`src/rtl/sgr_encoder.sv`:
```
// sgr_encoder: serialises RGB333 fg/bg colours and effect flags into an ANSI SGR escape sequence.
// Optional feature: define SGR_ENC_DELTA_EN to suppress requests identical to the last emitted one.
module sgr_encoder #(
    parameter int EMIT_RESET = 1
) (
    input  logic       clk,
    input  logic       rst,
    input  logic       load,
    output logic       in_ready,
    input  logic [8:0] fg,
    input  logic [8:0] bg,
    input  logic       underline,
    input  logic       blink,
    input  logic       negative,
    input  logic       bright,
    output logic [7:0] tx_data,
    output logic       tx_valid,
    input  logic       tx_ready,
    output logic       done
);

    typedef enum logic [2:0] {
        IDLE  = 3'd0,
        ESC   = 3'd1,
        CSI   = 3'd2,
        RST0  = 3'd3,
        ATTR  = 3'd4,
        COLOR = 3'd5,
        FINAL = 3'd6
    } state_t;

    // pos value 3 marks the ';' that follows a numeric parameter
    localparam logic [1:0] POS_SEP = 2'd3;

    state_t     state_r;
    state_t     nxt_state_s;
    logic [3:0] field_r;
    logic [3:0] nxt_field_s;
    logic [1:0] pos_r;
    logic [1:0] nxt_pos_s;
    logic [8:0] fg_r;
    logic [8:0] bg_r;
    logic [3:0] flags_r;
    logic [7:0] tx_data_r;
    logic       tx_valid_r;
    logic       done_r;
    logic       in_ready_r;
    logic [2:0] attr_from_s;
    logic [2:0] attr_s;
    logic [1:0] ndig_s;
    logic [7:0] nxt_byte_s;
    logic [3:0] flags_in_s;
    logic       accept_s;
    logic       skip_s;

    function automatic logic [7:0] expand3(input logic [2:0] c);
        return {c, c, c[2:1]};
    endfunction

    // Numeric value of the parameter addressed by (state, field).
    function automatic logic [7:0] num_val(input state_t st, input logic [3:0] fld,
                                           input logic [8:0] f, input logic [8:0] b);
        logic [7:0] v;
        v = 8'd0;
        case (st)
            ATTR: begin
                case (fld[1:0])
                    2'd0:    v = 8'd1;
                    2'd1:    v = 8'd4;
                    2'd2:    v = 8'd5;
                    default: v = 8'd7;
                endcase
            end
            COLOR: begin
                case (fld)
                    4'd0:       v = 8'd38;
                    4'd1, 4'd6: v = 8'd2;
                    4'd2:       v = expand3(f[8:6]);
                    4'd3:       v = expand3(f[5:3]);
                    4'd4:       v = expand3(f[2:0]);
                    4'd5:       v = 8'd48;
                    4'd7:       v = expand3(b[8:6]);
                    4'd8:       v = expand3(b[5:3]);
                    4'd9:       v = expand3(b[2:0]);
                    default:    v = 8'd0;
                endcase
            end
            default: v = 8'd0;
        endcase
        return v;
    endfunction

    function automatic logic [1:0] num_digits(input logic [7:0] v);
        return (v >= 8'd100) ? 2'd3 : ((v >= 8'd10) ? 2'd2 : 2'd1);
    endfunction

    function automatic logic [7:0] digit_char(input logic [7:0] v, input logic [1:0] pos);
        logic [1:0] idx;
        logic [7:0] d;
        idx = num_digits(v) - 2'd1 - pos;
        case (idx)
            2'd2:    d = v / 8'd100;
            2'd1:    d = (v / 8'd10) % 8'd10;
            default: d = v % 8'd10;
        endcase
        return 8'h30 + d;
    endfunction

    function automatic logic [7:0] byte_of(input state_t st, input logic [3:0] fld, input logic [1:0] pos,
                                           input logic [8:0] f, input logic [8:0] b);
        logic [7:0] r;
        case (st)
            ESC:               r = 8'h1B;
            CSI:               r = 8'h5B;
            FINAL:             r = 8'h6D;
            RST0, ATTR, COLOR: r = (pos == POS_SEP) ? 8'h3B : digit_char(num_val(st, fld, f, b), pos);
            default:           r = 8'h00;
        endcase
        return r;
    endfunction

    // Lowest enabled attribute index >= from; bit 2 flags that one was found.
    function automatic logic [2:0] next_attr(input logic [3:0] fl, input logic [2:0] from);
        logic [2:0] r;
        r = 3'b000;
        for (int i = 3; i >= 0; i--) begin
            r = (fl[i] && (3'(i) >= from)) ? {1'b1, 2'(i)} : r;
        end
        return r;
    endfunction

    assign flags_in_s = {negative, blink, underline, bright};
    assign accept_s   = load && in_ready_r;

`ifdef SGR_ENC_DELTA_EN
    logic [21:0] last_r;

    assign skip_s = (last_r == {fg, bg, flags_in_s});

    // Remember the graphics of the last sequence actually emitted.
    always_ff @(posedge clk or negedge rst) begin
        if (!rst) begin
            last_r <= 22'd0;
        end else if (accept_s && !skip_s) begin
            last_r <= {fg, bg, flags_in_s};
        end else begin
            last_r <= last_r;
        end
    end
`else
    assign skip_s = 1'b0;
`endif

    // Next-byte pointer: walks the sequence one byte per handshake.
    always_comb begin
        nxt_state_s = state_r;
        nxt_field_s = field_r;
        nxt_pos_s   = pos_r;
        attr_from_s = (state_r == ATTR) ? ({1'b0, field_r[1:0]} + 3'd1) : 3'd0;
        attr_s      = next_attr(flags_r, attr_from_s);
        ndig_s      = num_digits(num_val(state_r, field_r, fg_r, bg_r));
        case (state_r)
            ESC: nxt_state_s = CSI;
            CSI: begin
                nxt_field_s = 4'd0;
                nxt_pos_s   = 2'd0;
                if (EMIT_RESET != 0) begin
                    nxt_state_s = RST0;
                end else if (attr_s[2]) begin
                    nxt_state_s = ATTR;
                    nxt_field_s = {2'b00, attr_s[1:0]};
                end else begin
                    nxt_state_s = COLOR;
                end
            end
            RST0, ATTR, COLOR: begin
                if (pos_r == POS_SEP) begin
                    nxt_pos_s = 2'd0;
                    if (state_r == COLOR) begin
                        nxt_field_s = field_r + 4'd1;
                    end else if (attr_s[2]) begin
                        nxt_state_s = ATTR;
                        nxt_field_s = {2'b00, attr_s[1:0]};
                    end else begin
                        nxt_state_s = COLOR;
                        nxt_field_s = 4'd0;
                    end
                end else if ((pos_r + 2'd1) < ndig_s) begin
                    nxt_pos_s = pos_r + 2'd1;
                end else if ((state_r == COLOR) && (field_r == 4'd9)) begin
                    nxt_state_s = FINAL;
                    nxt_pos_s   = 2'd0;
                end else begin
                    nxt_pos_s = POS_SEP;
                end
            end
            FINAL: begin
                nxt_state_s = IDLE;
                nxt_field_s = 4'd0;
                nxt_pos_s   = 2'd0;
            end
            default: begin
                nxt_state_s = state_r;
            end
        endcase
        nxt_byte_s = byte_of(nxt_state_s, nxt_field_s, nxt_pos_s, fg_r, bg_r);
    end

    // Sequence state, captured request and registered outputs.
    always_ff @(posedge clk or negedge rst) begin
        if (!rst) begin
            state_r    <= IDLE;
            field_r    <= 4'd0;
            pos_r      <= 2'd0;
            fg_r       <= 9'd0;
            bg_r       <= 9'd0;
            flags_r    <= 4'd0;
            tx_data_r  <= 8'h00;
            tx_valid_r <= 1'b0;
            done_r     <= 1'b0;
            in_ready_r <= 1'b1;
        end else begin
            done_r <= 1'b0;
            if (accept_s && skip_s) begin
                done_r <= 1'b1;
            end else if (accept_s) begin
                state_r    <= ESC;
                field_r    <= 4'd0;
                pos_r      <= 2'd0;
                fg_r       <= fg;
                bg_r       <= bg;
                flags_r    <= flags_in_s;
                tx_data_r  <= 8'h1B;
                tx_valid_r <= 1'b1;
                in_ready_r <= 1'b0;
            end else if (tx_valid_r && tx_ready) begin
                state_r <= nxt_state_s;
                field_r <= nxt_field_s;
                pos_r   <= nxt_pos_s;
                if (nxt_state_s == IDLE) begin
                    tx_valid_r <= 1'b0;
                    tx_data_r  <= 8'h00;
                    done_r     <= 1'b1;
                    in_ready_r <= 1'b1;
                end else begin
                    tx_data_r <= nxt_byte_s;
                end
            end else begin
                state_r <= state_r;
            end
        end
    end

    assign tx_data  = tx_data_r;
    assign tx_valid = tx_valid_r;
    assign done     = done_r;
    assign in_ready = in_ready_r;

endmodule

```
`config.mk`:
```
export PLATFORM = sky130hd
export DESIGN_NAME = sgr_encoder
export DESIGN_NICKNAME = d
export VERILOG_FILES = /design/src/rtl/sgr_encoder.sv
export SDC_FILE = /design/constraint.sdc
export NUM_CORES = 1
export LEC_CHECK = 0
export BUFFER_PORTS_ARGS = -buffer_cell sky130_fd_sc_hd__buf_2
export CAP_MARGIN = 20
export CORE_MARGIN = 4
export CORE_UTILIZATION = 50
export DETAILED_ROUTE_END_ITERATION = 8
export PLACE_DENSITY = 0.76
export RECOVER_POWER = 100
export SLEW_MARGIN = 20
export SYNTH_ARGS = -nofsm -noshare
export SYNTH_HDL_FRONTEND = slang
export SYNTH_SLANG_ARGS = --single-unit
```
`constraint.sdc`:
```
create_clock -name clk -period 7.98 [get_ports clk]
set_input_delay 0.798 -clock clk [delete_from_list [all_inputs] [get_ports clk]]
set_output_delay 0.798 -clock clk [all_outputs]
set_load 0.02 [all_outputs]
```
-- Yosys cells after proc, flatten, opt, wreduce, memory -nomap -nowiden
Index checks and enable logic that the tools add are counted.
- bits in registers: 42
- input port bits: 26
- $add $sub $neg: 6
- divide/modulo/power cells: 4
- magnitude comparators: 9
- equality and inequality tests: 38
- mux-type cells: 52
- reduce and logical (&&, ||, !) cells: 20
- operators with widths (kind ; count):
    8-bit case mux with 9 select lines ; 2
    8-bit 2-to-1 mux ; 6
    8-bit case mux with 2 select lines ; 3
    3-bit 2-to-1 mux ; 11
    4-bit by 3-bit equality test with 1-bit output, second input constant ; 8
    8-bit case mux with 4 select lines ; 1
    2-bit 2-to-1 mux ; 10
    3-bit equality test, second input constant ; 6
    3-bit case mux with 3 select lines ; 2
    4-bit by 2-bit equality test with 1-bit output, second input constant ; 4
    4-bit equality test, second input constant ; 4
    8-bit by 4-bit >= comparator with 1-bit output, second input constant ; 2
    8-bit by 7-bit >= comparator with 1-bit output, second input constant ; 2
    8-bit by 4-bit remainder unit with 8-bit output, second input constant ; 2
    4-bit 2-to-1 mux ; 4
    3-bit by 2-bit equality test with 1-bit output, second input constant ; 4
    3-bit case mux with 4 select lines ; 1
    2-bit equality test, second input constant ; 5
    1-bit 2-to-1 mux ; 10
    6-bit by 8-bit adder with 8-bit output, first input constant ; 1
    8-bit by 4-bit divider with 8-bit output, second input constant ; 1
    8-bit by 7-bit divider with 8-bit output, second input constant ; 1
    4-bit by 1-bit equality test with 1-bit output, second input constant ; 2
    4-bit logical NOT ; 2
    19 further kinds ; 35

-- Longest topological paths before layout
Gate-level depths: netlist of the first run.
- depth in word-level cells: 31
- mapped depth: 40
- gate-level depth less buffers: 37

-- Worst setup path after synthesis of the first run
OpenSTA, ideal clock, no wires.
- path type: register to register
- from: register field_r[0]
- to: register tx_data_r[2] (netlist: tx_data[2])
- arrival time: 8.541 ns
- data required time: 7.842 ns
- setup slack: -0.699 ns
- cell stages (with the launch flop): 40
- buffers on the path: 4
- period minus slack after synthesis: 8.679 ns
- cells stage by stage: dfrtp_1 > clkbuf_1 > inv_1 > ha_1 > clkbuf_1 > a211oi_1 > a21oi_1 > o31ai_1 > nand3_1 > nand2_1 > ha_1 > nor3b_1 > nand4bb_1 > a31oi_1 > o22ai_1 > clkbuf_1 > nand2_1 > ha_1 > (+4 left out) > ha_1 > xnor2_1 > nor4b_1 > a2111oi_4 > buf_4 > nand2b_1 > ha_1 > o31a_1 > a221oi_1 > nor2_1 > o21ai_0 > a31oi_1 > ha_1 > or3b_1 > xor2_2 > nand3_1 > mux2i_1 > o22ai_1
- word-level cells in the longest chain between the ends: 31
- elaborated cells on any way between the ends: 99
- those cells by class: add/sub (5); div (4); order compare (9); eq/ne (31); mux (37); reduce/logical (13)
- RTL lines (element ; line ; text):
    start, declared ; 37 ; logic [3:0] field_r;
    start signal, assigned ; 238 ; field_r <= nxt_field_s;
    branches (longest 28 deep; another with 8-bit by 4-bit >= comparator with 1-bit output) ; -- ;
    8-bit 2-to-1 mux * ; 240 ; if (nxt_state_s == IDLE) begin
    8-bit 2-to-1 mux * ; 236 ; end else if (tx_valid_r && tx_ready) begin
    8-bit 2-to-1 mux * ; 226 ; end else if (accept_s) begin
    end signal, assigned ; 246 ; tx_data_r <= nxt_byte_s;
    end, declared ; 44 ; logic [7:0] tx_data_r;
Mark *: on every way between the ends. The select of a mux whose other input is x is not followed.
A chain may end at the register's enable or synchronous reset.

-- Worst setup path in the final report of the first run
- from: register field_r[0]
- to: register tx_data_r[4] (netlist: tx_data[4])
The elaborated chain is that of the path after synthesis.

==> metrics.txt, run 1 <==
CTS tree=done; Clock Sink Count=42; Power, Total=~0.00037 W; synth top area cells=dfrtp_1 (23%), nand2_1 (9.7%), ha_1 (6.0%); detailed placement HPWL=9.82 mm; Place WS=-384 ps; first-pass GRT wire length=between 20 and 25 mm; NumNets Final=a little under 700; CP max stage cell=dfrtp_2; # setup viols final=0; Peak VDD IR=between 0.05 and 0.06 mV; vias in the first global route=roughly 4600; Worst Hold Class=reg2reg; top achievable clock speed=129 MHz; Max Slew Vio Count=43; Synth top cells by count=nand2_1 (113), nor2_1 (43), dfrtp_1 (41), a21oi_1 (39), o21ai_0 (33); Synth cell types=90; WL/cell=about 18 µm; PnR worst setup slack=between 150 and 200 ps; Die Height=about 100 µm; Reg2Reg Depth=36; Synth area leader=dfrtp_1; Mapped Cells=between 500 and 600; Seq/Total Area, Yosys=24.1%; vias per cell=about 6.5; Num CTS Buffers=5; final clock period utilization by the worst path=a little over nine tenths; RSZ-0062 raised after global routing=yes; port buffer count=36; Die Area=10300 µm²; clock slew at reported path FFs=around 90 ps; clock latency on the worst-skew pair=300 ps; Arr. time, crit path=7970 ps; syn nets=627; chip width=102 µm; share of the synthesized area in the top cell type=a little under a quarter; Core Area=between 8000 and 9000 µm²; Relative slew margins=-58.6%; 1st-pass router iterations=6; CTS root buf=clkbuf_8; Synth async-reset ratio=between 90% and 100%; FF+latch count, synth=42; Final Hold Viols=0; most used cell, CP=ha_4; Ys Warns=0; via count=4850; Worst-Margin Slew=~2400 ps; status=finished with violations; initial antenna violation count=0; leading cell type by number of instances after synthesis=nand2_1; area of placed instances=a little under 5000 µm²; post-route cell area=5310 µm²; Pwr Density=around 69 nW/µm²; CP max FO=7; Post-Route WL=13.6 mm; crit start category=flop; CP required=8170 ps; row cnt=33; final setup skew=6.33 ps; layout cells sized above 1=25.5%; H-tree lvl count=2; Post-synth top flop=dfrtp_1; failing checks=max-capacitance violations, max-slew violations; CP Capture Type=flop; Leak=2.22 nW; Syn Area/Cell=7.54 µm²; initial drt markers=around 300; P&R area growth vs syn=21.5%; clk buf depth=2; slowest stage delay, CP=around 470 ps; routability cong.=roughly 1; starting density of the core=52.4%; fill count=~710; largest net degree at the start of global routing=between 40 and 50; DRC violations left=0; Antenna Nets Post-Route=0; Hold Path Stages=2; diode count=0; number of instances in the placed design=approximately 720; Finished Layout Cells=747; kind of critical path=reg2reg; EDFF count, synth=0; minimum clock period=between 7000 and 8000 ps; maxcap violations=1; I/O pins=37; gr ovfl total=0; synthesized area=4370 µm²; gr usage total=approximately a quarter
-- layer usage --
layer / global-route usage, % / wire, µm / vias to the layer above
met3: 3.31 / 1030 / 40
li1: - / - / 2267
met5: 0 / 0 / -
met2: 42.7 / 6580 / 245
met4: 9.20 / 385 / 0
met1: 34.5 / 5620 / 2298
-- logic make-up after synthesis --
kind of cell,synth area share (%)
simple gates,28.9
fa+ha+maj,6.24
buf+inv,5.04
flops,24.1
mux,2.35
compound gates,31.4
xor+xnor,1.97
-- repair_timing --
item | CTS | global route
hold buffers | 0 | 0
pin swaps | 5 | 16
resized for setup | 7 | 43
gates cloned | 0 | 1
setup buffers | 4 | 11
endpoints found under the setup margin | 7 | 7
-- worst paths after layout --
path,startpoint,slack [ps],to
setup / recovery,field_r[0],200,tx_data[4]
hold / removal,tx_data[7],510,tx_data[7]
setup reg to reg,field_r[0],200,tx_data[4]
hold reg to reg,tx_data[7],510,tx_data[7]
max in group asynchronous,rst,5260,field_r[2]
min in group asynchronous,rst,1210,fg_r[8]
-- placed cells by master, fill, tap and decap left out, types with 4 or more instances in the layout --
master / instances
nand2_1: 111
buf_4: 49
nor2_1: 42
dfrtp_1: 39
a21oi_1: 35
buf_2: 35
o21ai_0: 31
nand3_1: 25
inv_1: 14
ha_1: 12
nand2b_1: 8
mux2i_1: 8
nor2b_1: 7
o22ai_1: 6
nor3_1: 6
o21ai_1: 6
nand4_1: 6
o211ai_1: 6
and3_1: 6
a31oi_1: 6
a211oi_1: 6
ha_4: 6
a21oi_2: 5
a22oi_1: 5
or2_2: 5
nand4b_1: 5
and2_1: 5
xnor2_1: 5
clkbuf_8: 5
a21boi_0: 4
o21a_1: 4
o31ai_1: 4
or3_1: 4
-- per-stage QoR --
stage	hold slack (ps)	setup TNS (ps)	util (%)
after floorplan	462	0	-
after global placement	484	0	58.1
after detailed placement	487	-2370	58.1
after CTS	507	0	60.0
after global routing	537	-611	63.7
final	510	0	63.7
-- cell type report --
type / count / area (µm²) / area share, %
multi-input cells: 489 / 3410 / 64.3
well taps: 105 / 131 / 2.47
repair buffers: 86 / 558 / 10.5
clock buffers: 6 / 72.6 / 1.37
inverters: 17 / 66.3 / 1.25
clock inverters: 2 / 13.8 / 0.259
flip-flops and latches: 42 / 1050 / 19.9
-- registers in the layout (all words and copies together), names as in the netlist --
name	flops
field_r	4
in_ready	1
tx_valid	1
flags_r	4
tx_data	8
fg_r	9
bg_r	9
done	1
state_r	3
pos_r	2
-- power by group --
part	switching (W)	total [W]	internal, W
registers	0	0.000213	0.000213
logic	0.00000588	0.0000101	0.00000426
clock network	0.0000806	0.000142	0.0000619
total	0.0000865	0.000365	0.000279
-- critical path: cells and delay by family, from the launching register on --
| family | cells | cell delay [ps] |
|---|---|---|
| flip-flops | 1 | 470 |
| adder cells (fa/ha/maj) | 6 | 1310 |
| buffers and inverters | 2 | 240 |
| XOR/XNOR | 2 | 340 |
| AND/OR/NAND/NOR | 14 | 2640 |
| AO/OA/AOI/OAI | 12 | 2670 |
(Power assumes the default switching activity.)
==> run 2, diff against run 1 <==
--- a/config.mk
+++ b/config.mk
@@ -8,9 +8,10 @@
 export BUFFER_PORTS_ARGS = -buffer_cell sky130_fd_sc_hd__buf_2
 export CAP_MARGIN = 20
 export CORE_MARGIN = 4
-export CORE_UTILIZATION = 50
+export CORE_UTILIZATION = 57
+export CTS_BUF_LIST = sky130_fd_sc_hd__clkbuf_8
 export DETAILED_ROUTE_END_ITERATION = 8
-export PLACE_DENSITY = 0.76
+export PLACE_DENSITY = 0.85
 export RECOVER_POWER = 100
 export SLEW_MARGIN = 20
 export SYNTH_ARGS = -nofsm -noshare
==> constraint.sdc (replaced) <==
create_clock -name clk -period 6.8 [get_ports clk]
set_input_delay 0.68 -clock clk [delete_from_list [all_inputs] [get_ports clk]]
set_output_delay 0.68 -clock clk [all_outputs]
set_load 0.02 [all_outputs]
==> run 2 against run 1 <==
Compared with the run above: largest cell class unchanged; count of clock-buffer cells in the layout decreased by 1; sequential power increased by 17%; register-to-register slack got worse by 670 ps; power increased by 19%; the run ends with max-capacitance violations, max-slew violations, negative setup slack left; wire length increased by 11%.
==> metrics.txt, run 2 (synthesized netlist as in run 1, its figures left out) <==
Core Area=7370 µm² (-12%); RSZ-0062 raised after global routing=yes; worst hold slack=503 ps (-6.92 ps); setup TNS=-2950 ps (-2950 ps); Max Slew Vio Count=43 (unchanged); maxcap violations=1 (unchanged); vias in the first global route=4918 (+7.9%); Worst Hold Class=reg2reg; I/O pins=37 (unchanged); commonest non-fill, non-tap cell in the layout=buf_4; CP max FO=8 (+1); most used cell, CP=ha_4; chip width=95.6 µm (-5.8%); CP required=6990 ps (-1180 ps); initial antenna violation count=0 (unchanged); Leak=2.62 nW (+18%); Gate power share=2.7% (about the same); PnR worst setup slack=-467 ps (-666 ps); starting density of the core=59.3% (+6.9 points); Reg2Reg Depth=38 (+5.6%); 1st-pass router iterations=6 (unchanged); CP Capture Type=flop; port buffer count=36 (unchanged); Pwr Density=72.3 nW/µm² (+5.1%); CP max stage cell=dfrtp_2; Arr. time, crit path=7450 ps (-520 ps); Post-Route WL=15.1 mm (+11%); Die Area=9130 µm² (-11%); status=finished with violations; Place WS=-493 ps (-110 ps); row cnt=31 (-6.1%); routability cong.=1.04 (+5.6%); vias per cell=6.35 (-2.1%); NumNets Final=762 (+11%); hold buffers post-CTS=0 (unchanged); post-layout util=81.7% (+18 points); final setup skew=9.64 ps (+3.31 ps); # setup viols final=7 (+7); detailed placement HPWL=10.9 mm (+11%); Clock Sink Count=42 (unchanged); H-tree lvl count=2 (unchanged); Switch Pwr=0.000107 W (+24%); clk buf depth=2 (unchanged); Final Hold Viols=0 (unchanged); Peak VDD IR=0.0903 mV (+51%); failing checks=max-capacitance violations, max-slew violations, negative setup slack; Finished Layout Cells=815 (+9.1%); clock share of power=39.9% (+0.9 points); Sw Ratio=24.6% (+0.90 points); WL/cell=18.5 µm (+1.7%); slowest stage delay, CP=460 ps (about the same); via count=5179 (+6.8%); layout cells sized above 1=35.6% (+10 points); clock slew at reported path FFs=90 ps (about the same); Hold Path Stages=2 (unchanged); gr usage total=32.6% (+6.9 points); kind of critical path=reg2reg; number of instances in the placed design=794 (+9.8%); CTS root buf=clkbuf_8; Worst-Margin Slew=2250 ps (-131 ps); minimum clock period=7270 ps (-514 ps); Die Height=95.6 µm (-5.8%); DRC violations left=0 (unchanged); sequential group share of total power=57.4% (-0.8 points); largest net degree at the start of global routing=43 (unchanged); Int Pwr=0.000328 W (+18%); Num CTS Buffers=5 (unchanged); clock latency on the worst-skew pair=300 ps (about the same); first-pass GRT wire length=23.7 mm (+9.0%); Antenna Nets Post-Route=0 (unchanged); final clock period utilization by the worst path=107% (+9.4 points); P&R area growth vs syn=37.7%; crit start category=flop; initial drt markers=543 (+83%); top achievable clock speed=138 MHz (+7.1%); diode count=0 (unchanged); CTS tree=done; gr ovfl total=0 (unchanged); commonest non-fill, non-tap cells in the layout=buf_4 (122), nand2_1 (109), nor2_1 (41), dfrtp_1 (40), buf_2 (35); Relative slew margins=-49.9% (+8.8 points)
## run 2: cell count changes in the layout (fill, tap and decap cells not counted), sizes merged
cell / delta
buf: +74
clkbuf: -1
clkinv: -2
clkinvlp: +2
inv: +1
## run 2: worst paths after layout
kind	end	slack (ps)	from
min	tx_data[7]	500	tx_data[7]
min in group asynchronous	flags_r[2]	1030	rst
max	tx_data[4]	-470	field_r[1]
max in group asynchronous	field_r[1]	4330	rst
max reg2reg	tx_data[4]	-470	field_r[1]
min reg2reg	tx_data[7]	500	tx_data[7]
## run 2: power groups by stage
stage / Combinational (W) / Sequential (W) / Clock, W
CTS: 0.0000122 / 0.000250 / 0.000174
global route: 0.0000136 / 0.000250 / 0.000185
floorplan: 0.000000261 / 0.000255 / 0
finish: 0.0000119 / 0.000250 / 0.000174
detailed placement: 0.0000121 / 0.000254 / 0
global placement: 0.0000116 / 0.000254 / 0
## run 2: cell type report
| class | instances | area (µm²) |
|---|---|---|
| timing repair buffer | 160 | 1120 |
| sequential | 42 | 1050 |
| fill | 491 | 1350 |
| clock inverter | 3 | 23.8 |
| clock buffer | 5 | 68.8 |
| tap | 99 | 124 |
| multi-input combinational | 489 | 3560 |
| inverter | 17 | 73.8 |
## run 2: through the flow
step                power, W  area [µm²]
finish              0.000435        6020
detailed placement  0.000267        5670
CTS                 0.000436        5890
floorplan           0.000255        4730
global placement    0.000266        5670
global route        0.000448        6020
## run 2: worst max-delay path: cells and delay by family (launching register included)
family	cells	cell delay [ps]
AOI/OAI and AO/OA	12	2510
and+or+nand+nor	15	2450
adders and majority gates	6	1120
DFF	1	460
xor gates and xnor gates	2	330
buffers and inverters	3	260
## run 2: layer usage
metal	up-vias	global-route usage (%)	routed length, µm
li1	2415	-	-
met1	2450	43.5	6300
met2	264	55.4	7220
met3	50	4.18	1200
met4	0	9.00	375
met5	-	0	0
## run 2: timing repair
action | 4_1_cts | 5_1_grt
resized for setup | 11 | 17
setup endpoints to repair | 7 | 7
setup buffers | 7 | 5
cloned | 1 | 0
pin swaps | 3 | 1
==> run 3, diff against run 2 <==
--- a/config.mk
+++ b/config.mk
@@ -13,6 +13,7 @@
 export DETAILED_ROUTE_END_ITERATION = 8
 export PLACE_DENSITY = 0.85
 export RECOVER_POWER = 100
+export SETUP_SLACK_MARGIN = 0.05
 export SLEW_MARGIN = 20
 export SYNTH_ARGS = -nofsm -noshare
 export SYNTH_HDL_FRONTEND = slang
==> constraint.sdc (replaced) <==
create_clock -name clk -period 6.65 [get_ports clk]
set_input_delay 0.665 -clock clk [delete_from_list [all_inputs] [get_ports clk]]
set_output_delay 0.665 -clock clk [all_outputs]
set_load 0.02 [all_outputs]
==> run 3 against run 2 <==
Compared with the run above: the run ends with design-rule violations, max-capacitance violations, max-slew violations, negative setup slack left; non-clock buffer count increased by 8; first-iteration DRC count rose by 100%; sequential share of layout area is 0.54 points lower; largest power group is now the clock network; critical path type unchanged.
==> metrics.txt, run 3 (synthesized netlist as in run 1, its figures left out) <==
status=finished with violations; failing checks=design-rule violations, max-capacitance violations, max-slew violations, negative setup slack; Die Area=9130 µm² (unchanged); Worst Hold Class=reg2reg; Die Height=95.6 µm (unchanged); vias per cell=7.58 (+19%); Worst-Margin Slew=2320 ps (+72.0 ps); kind of critical path=reg2reg; vias in the first global route=5733 (+17%); via count=6240 (+20%); starting density of the core=59.3% (unchanged); Reg2Reg Depth=39 (+2.6%); Relative slew margins=-54.7% (-4.8 points); Max Slew Vio Count=43 (unchanged); register area=1050 µm² (unchanged); CTS tree=done; Peak VDD IR=0.123 mV (+37%); Clock Sink Count=42 (unchanged); Leak=2.65 nW (+1.1%); chip width=95.6 µm (unchanged); clock slew at reported path FFs=90 ps (about the same); top achievable clock speed=123 MHz (-10%); commonest non-fill, non-tap cells in the layout=buf_4 (128), nand2_1 (110), dfrtp_1 (40), nor2_1 (39), a21oi_1 (31); clk buf depth=2 (unchanged); row cnt=31 (unchanged); detailed placement HPWL=11.0 mm (+0.39%); P&R area growth vs syn=42.1%; minimum clock period=8110 ps (+847 ps); Final Hold Viols=0 (unchanged); DRC violations left=1 (+1); CP required=6840 ps (-150 ps); CP max FO=11 (+3); Arr. time, crit path=8300 ps (+850 ps); hold buffers post-CTS=0 (unchanged); most used cell, CP=buf_4; maxcap violations=1 (unchanged); initial drt markers=1095 (+100%); CP max stage cell=a2111oi_4; routability cong.=1.09 (+5.2%); final setup skew=6.24 ps (-3.40 ps); first-pass GRT wire length=29.5 mm (+25%); diode count=0 (unchanged); gr ovfl total=0 (unchanged); 1st-pass router iterations=9 (+3); NumNets Final=770 (+1.0%); Multi-input gate area=3640 µm² (+2.2%); CP Capture Type=flop; H-tree lvl count=2 (unchanged); RSZ-0062 raised after global routing=yes; final clock period utilization by the worst path=122% (+15 points); Core Area=7370 µm² (unchanged); PnR worst setup slack=-1460 ps (-997 ps); # setup viols final=7 (unchanged); Hold Path Stages=2 (unchanged); port buffer count=36 (unchanged); WL/cell=25.7 µm (+38%); I/O pins=37 (unchanged); layout cells sized above 1=36.0% (+0.44 points); commonest non-fill, non-tap cell in the layout=buf_4; slowest stage delay, CP=470 ps (about the same); largest net degree at the start of global routing=43 (unchanged); fill count=369 (-25%); Pwr Density=86.5 nW/µm² (+20%); initial antenna violation count=0 (unchanged); gr usage total=41.9% (+9.3 points); setup TNS=-9550 ps (-6600 ps); Post-Route WL=21.1 mm (+40%); CTS root buf=clkbuf_8; crit start category=flop; Num CTS Buffers=5 (unchanged); Antenna Nets Post-Route=0 (unchanged); Place WS=-691 ps (-198 ps); clock latency on the worst-skew pair=320 ps (+20 ps)
-- run 3: cell count changes in the layout (fill, tap and decap cells not counted), sizes merged --
cell	previous run	this run
clkbuf	6	17
buf	159	157
bufinv	0	2
inv	17	16
clkinvlp	2	0
-- run 3: final cells by class --
class / count / share of cell area (%)
timing repair buffer: 168 / 19.0
multi-input combinational: 489 / 58.5
clock buffer: 6 / 1.33
sequential: 42 / 17.0
inverter: 17 / 1.19
tap: 99 / 1.99
clock inverter: 2 / 0.967
-- run 3: path summary, 6_finish.rpt --
| kind | start | to | slack [ps] |
|---|---|---|---|
| hold reg to reg | tx_data[7] | tx_data[7] | 530 |
| hold / removal | tx_data[7] | tx_data[7] | 530 |
| setup reg to reg | field_r[1] | tx_data[6] | -1460 |
| setup / recovery | field_r[1] | tx_data[6] | -1460 |
| min in group asynchronous | rst | flags_r[3] | 1040 |
| max in group asynchronous | rst | field_r[1] | 4130 |
-- run 3: metrics by stage --
| step | utilization [%] | hold slack (ps) | instance area [µm²] | std cells | total power, W |
|---|---|---|---|---|---|
| 2_1_floorplan | - | 369 | 4730 | 580 | 0.000261 |
| 3_3_place_gp | 77.0 | 489 | 5670 | 794 | 0.000272 |
| 3_5_place_dp | 77.0 | 498 | 5670 | 794 | 0.000273 |
| 4_1_cts | 82.0 | 518 | 6040 | 815 | 0.000526 |
| 5_1_grt | 84.3 | 529 | 6210 | 823 | 0.000547 |
| 6_report | 84.3 | 530 | 6210 | 823 | 0.000537 |
-- run 3: critical path: cells and delay by family (launching register included) --
kind                     cells  cell delay (ps)
XOR/XNOR                     2              370
AND/OR/NAND/NOR             11             1870
AO/OA/AOI/OAI               13             3170
adder cells (fa/ha/maj)      5              920
multiplexers                 1              190
flip-flops                   1              450
buffers and inverters        7             1000
-- run 3: report_power, final --
group          switching [W]  leakage, nW  internal [W]
Clock               0.000108       0.0714      0.000160
Combinational     0.00000793         2.00    0.00000518
Sequential                 0        0.577      0.000255
Total               0.000116         2.65      0.000421
-- run 3: repair_timing --
action,in CTS,in global routing
resized for setup,25,23
endpoints found under the setup margin,7,7
cloned,1,0
setup buffers,12,8
pin swaps,9,28
-- run 3: layer usage --
layer	vias up	wire, µm	track usage (%)
met5	-	0	0
met4	0	2290	30.3
met3	290	3110	15.7
met2	757	8690	65.1
met1	2758	7030	46.8
li1	2435	-	-
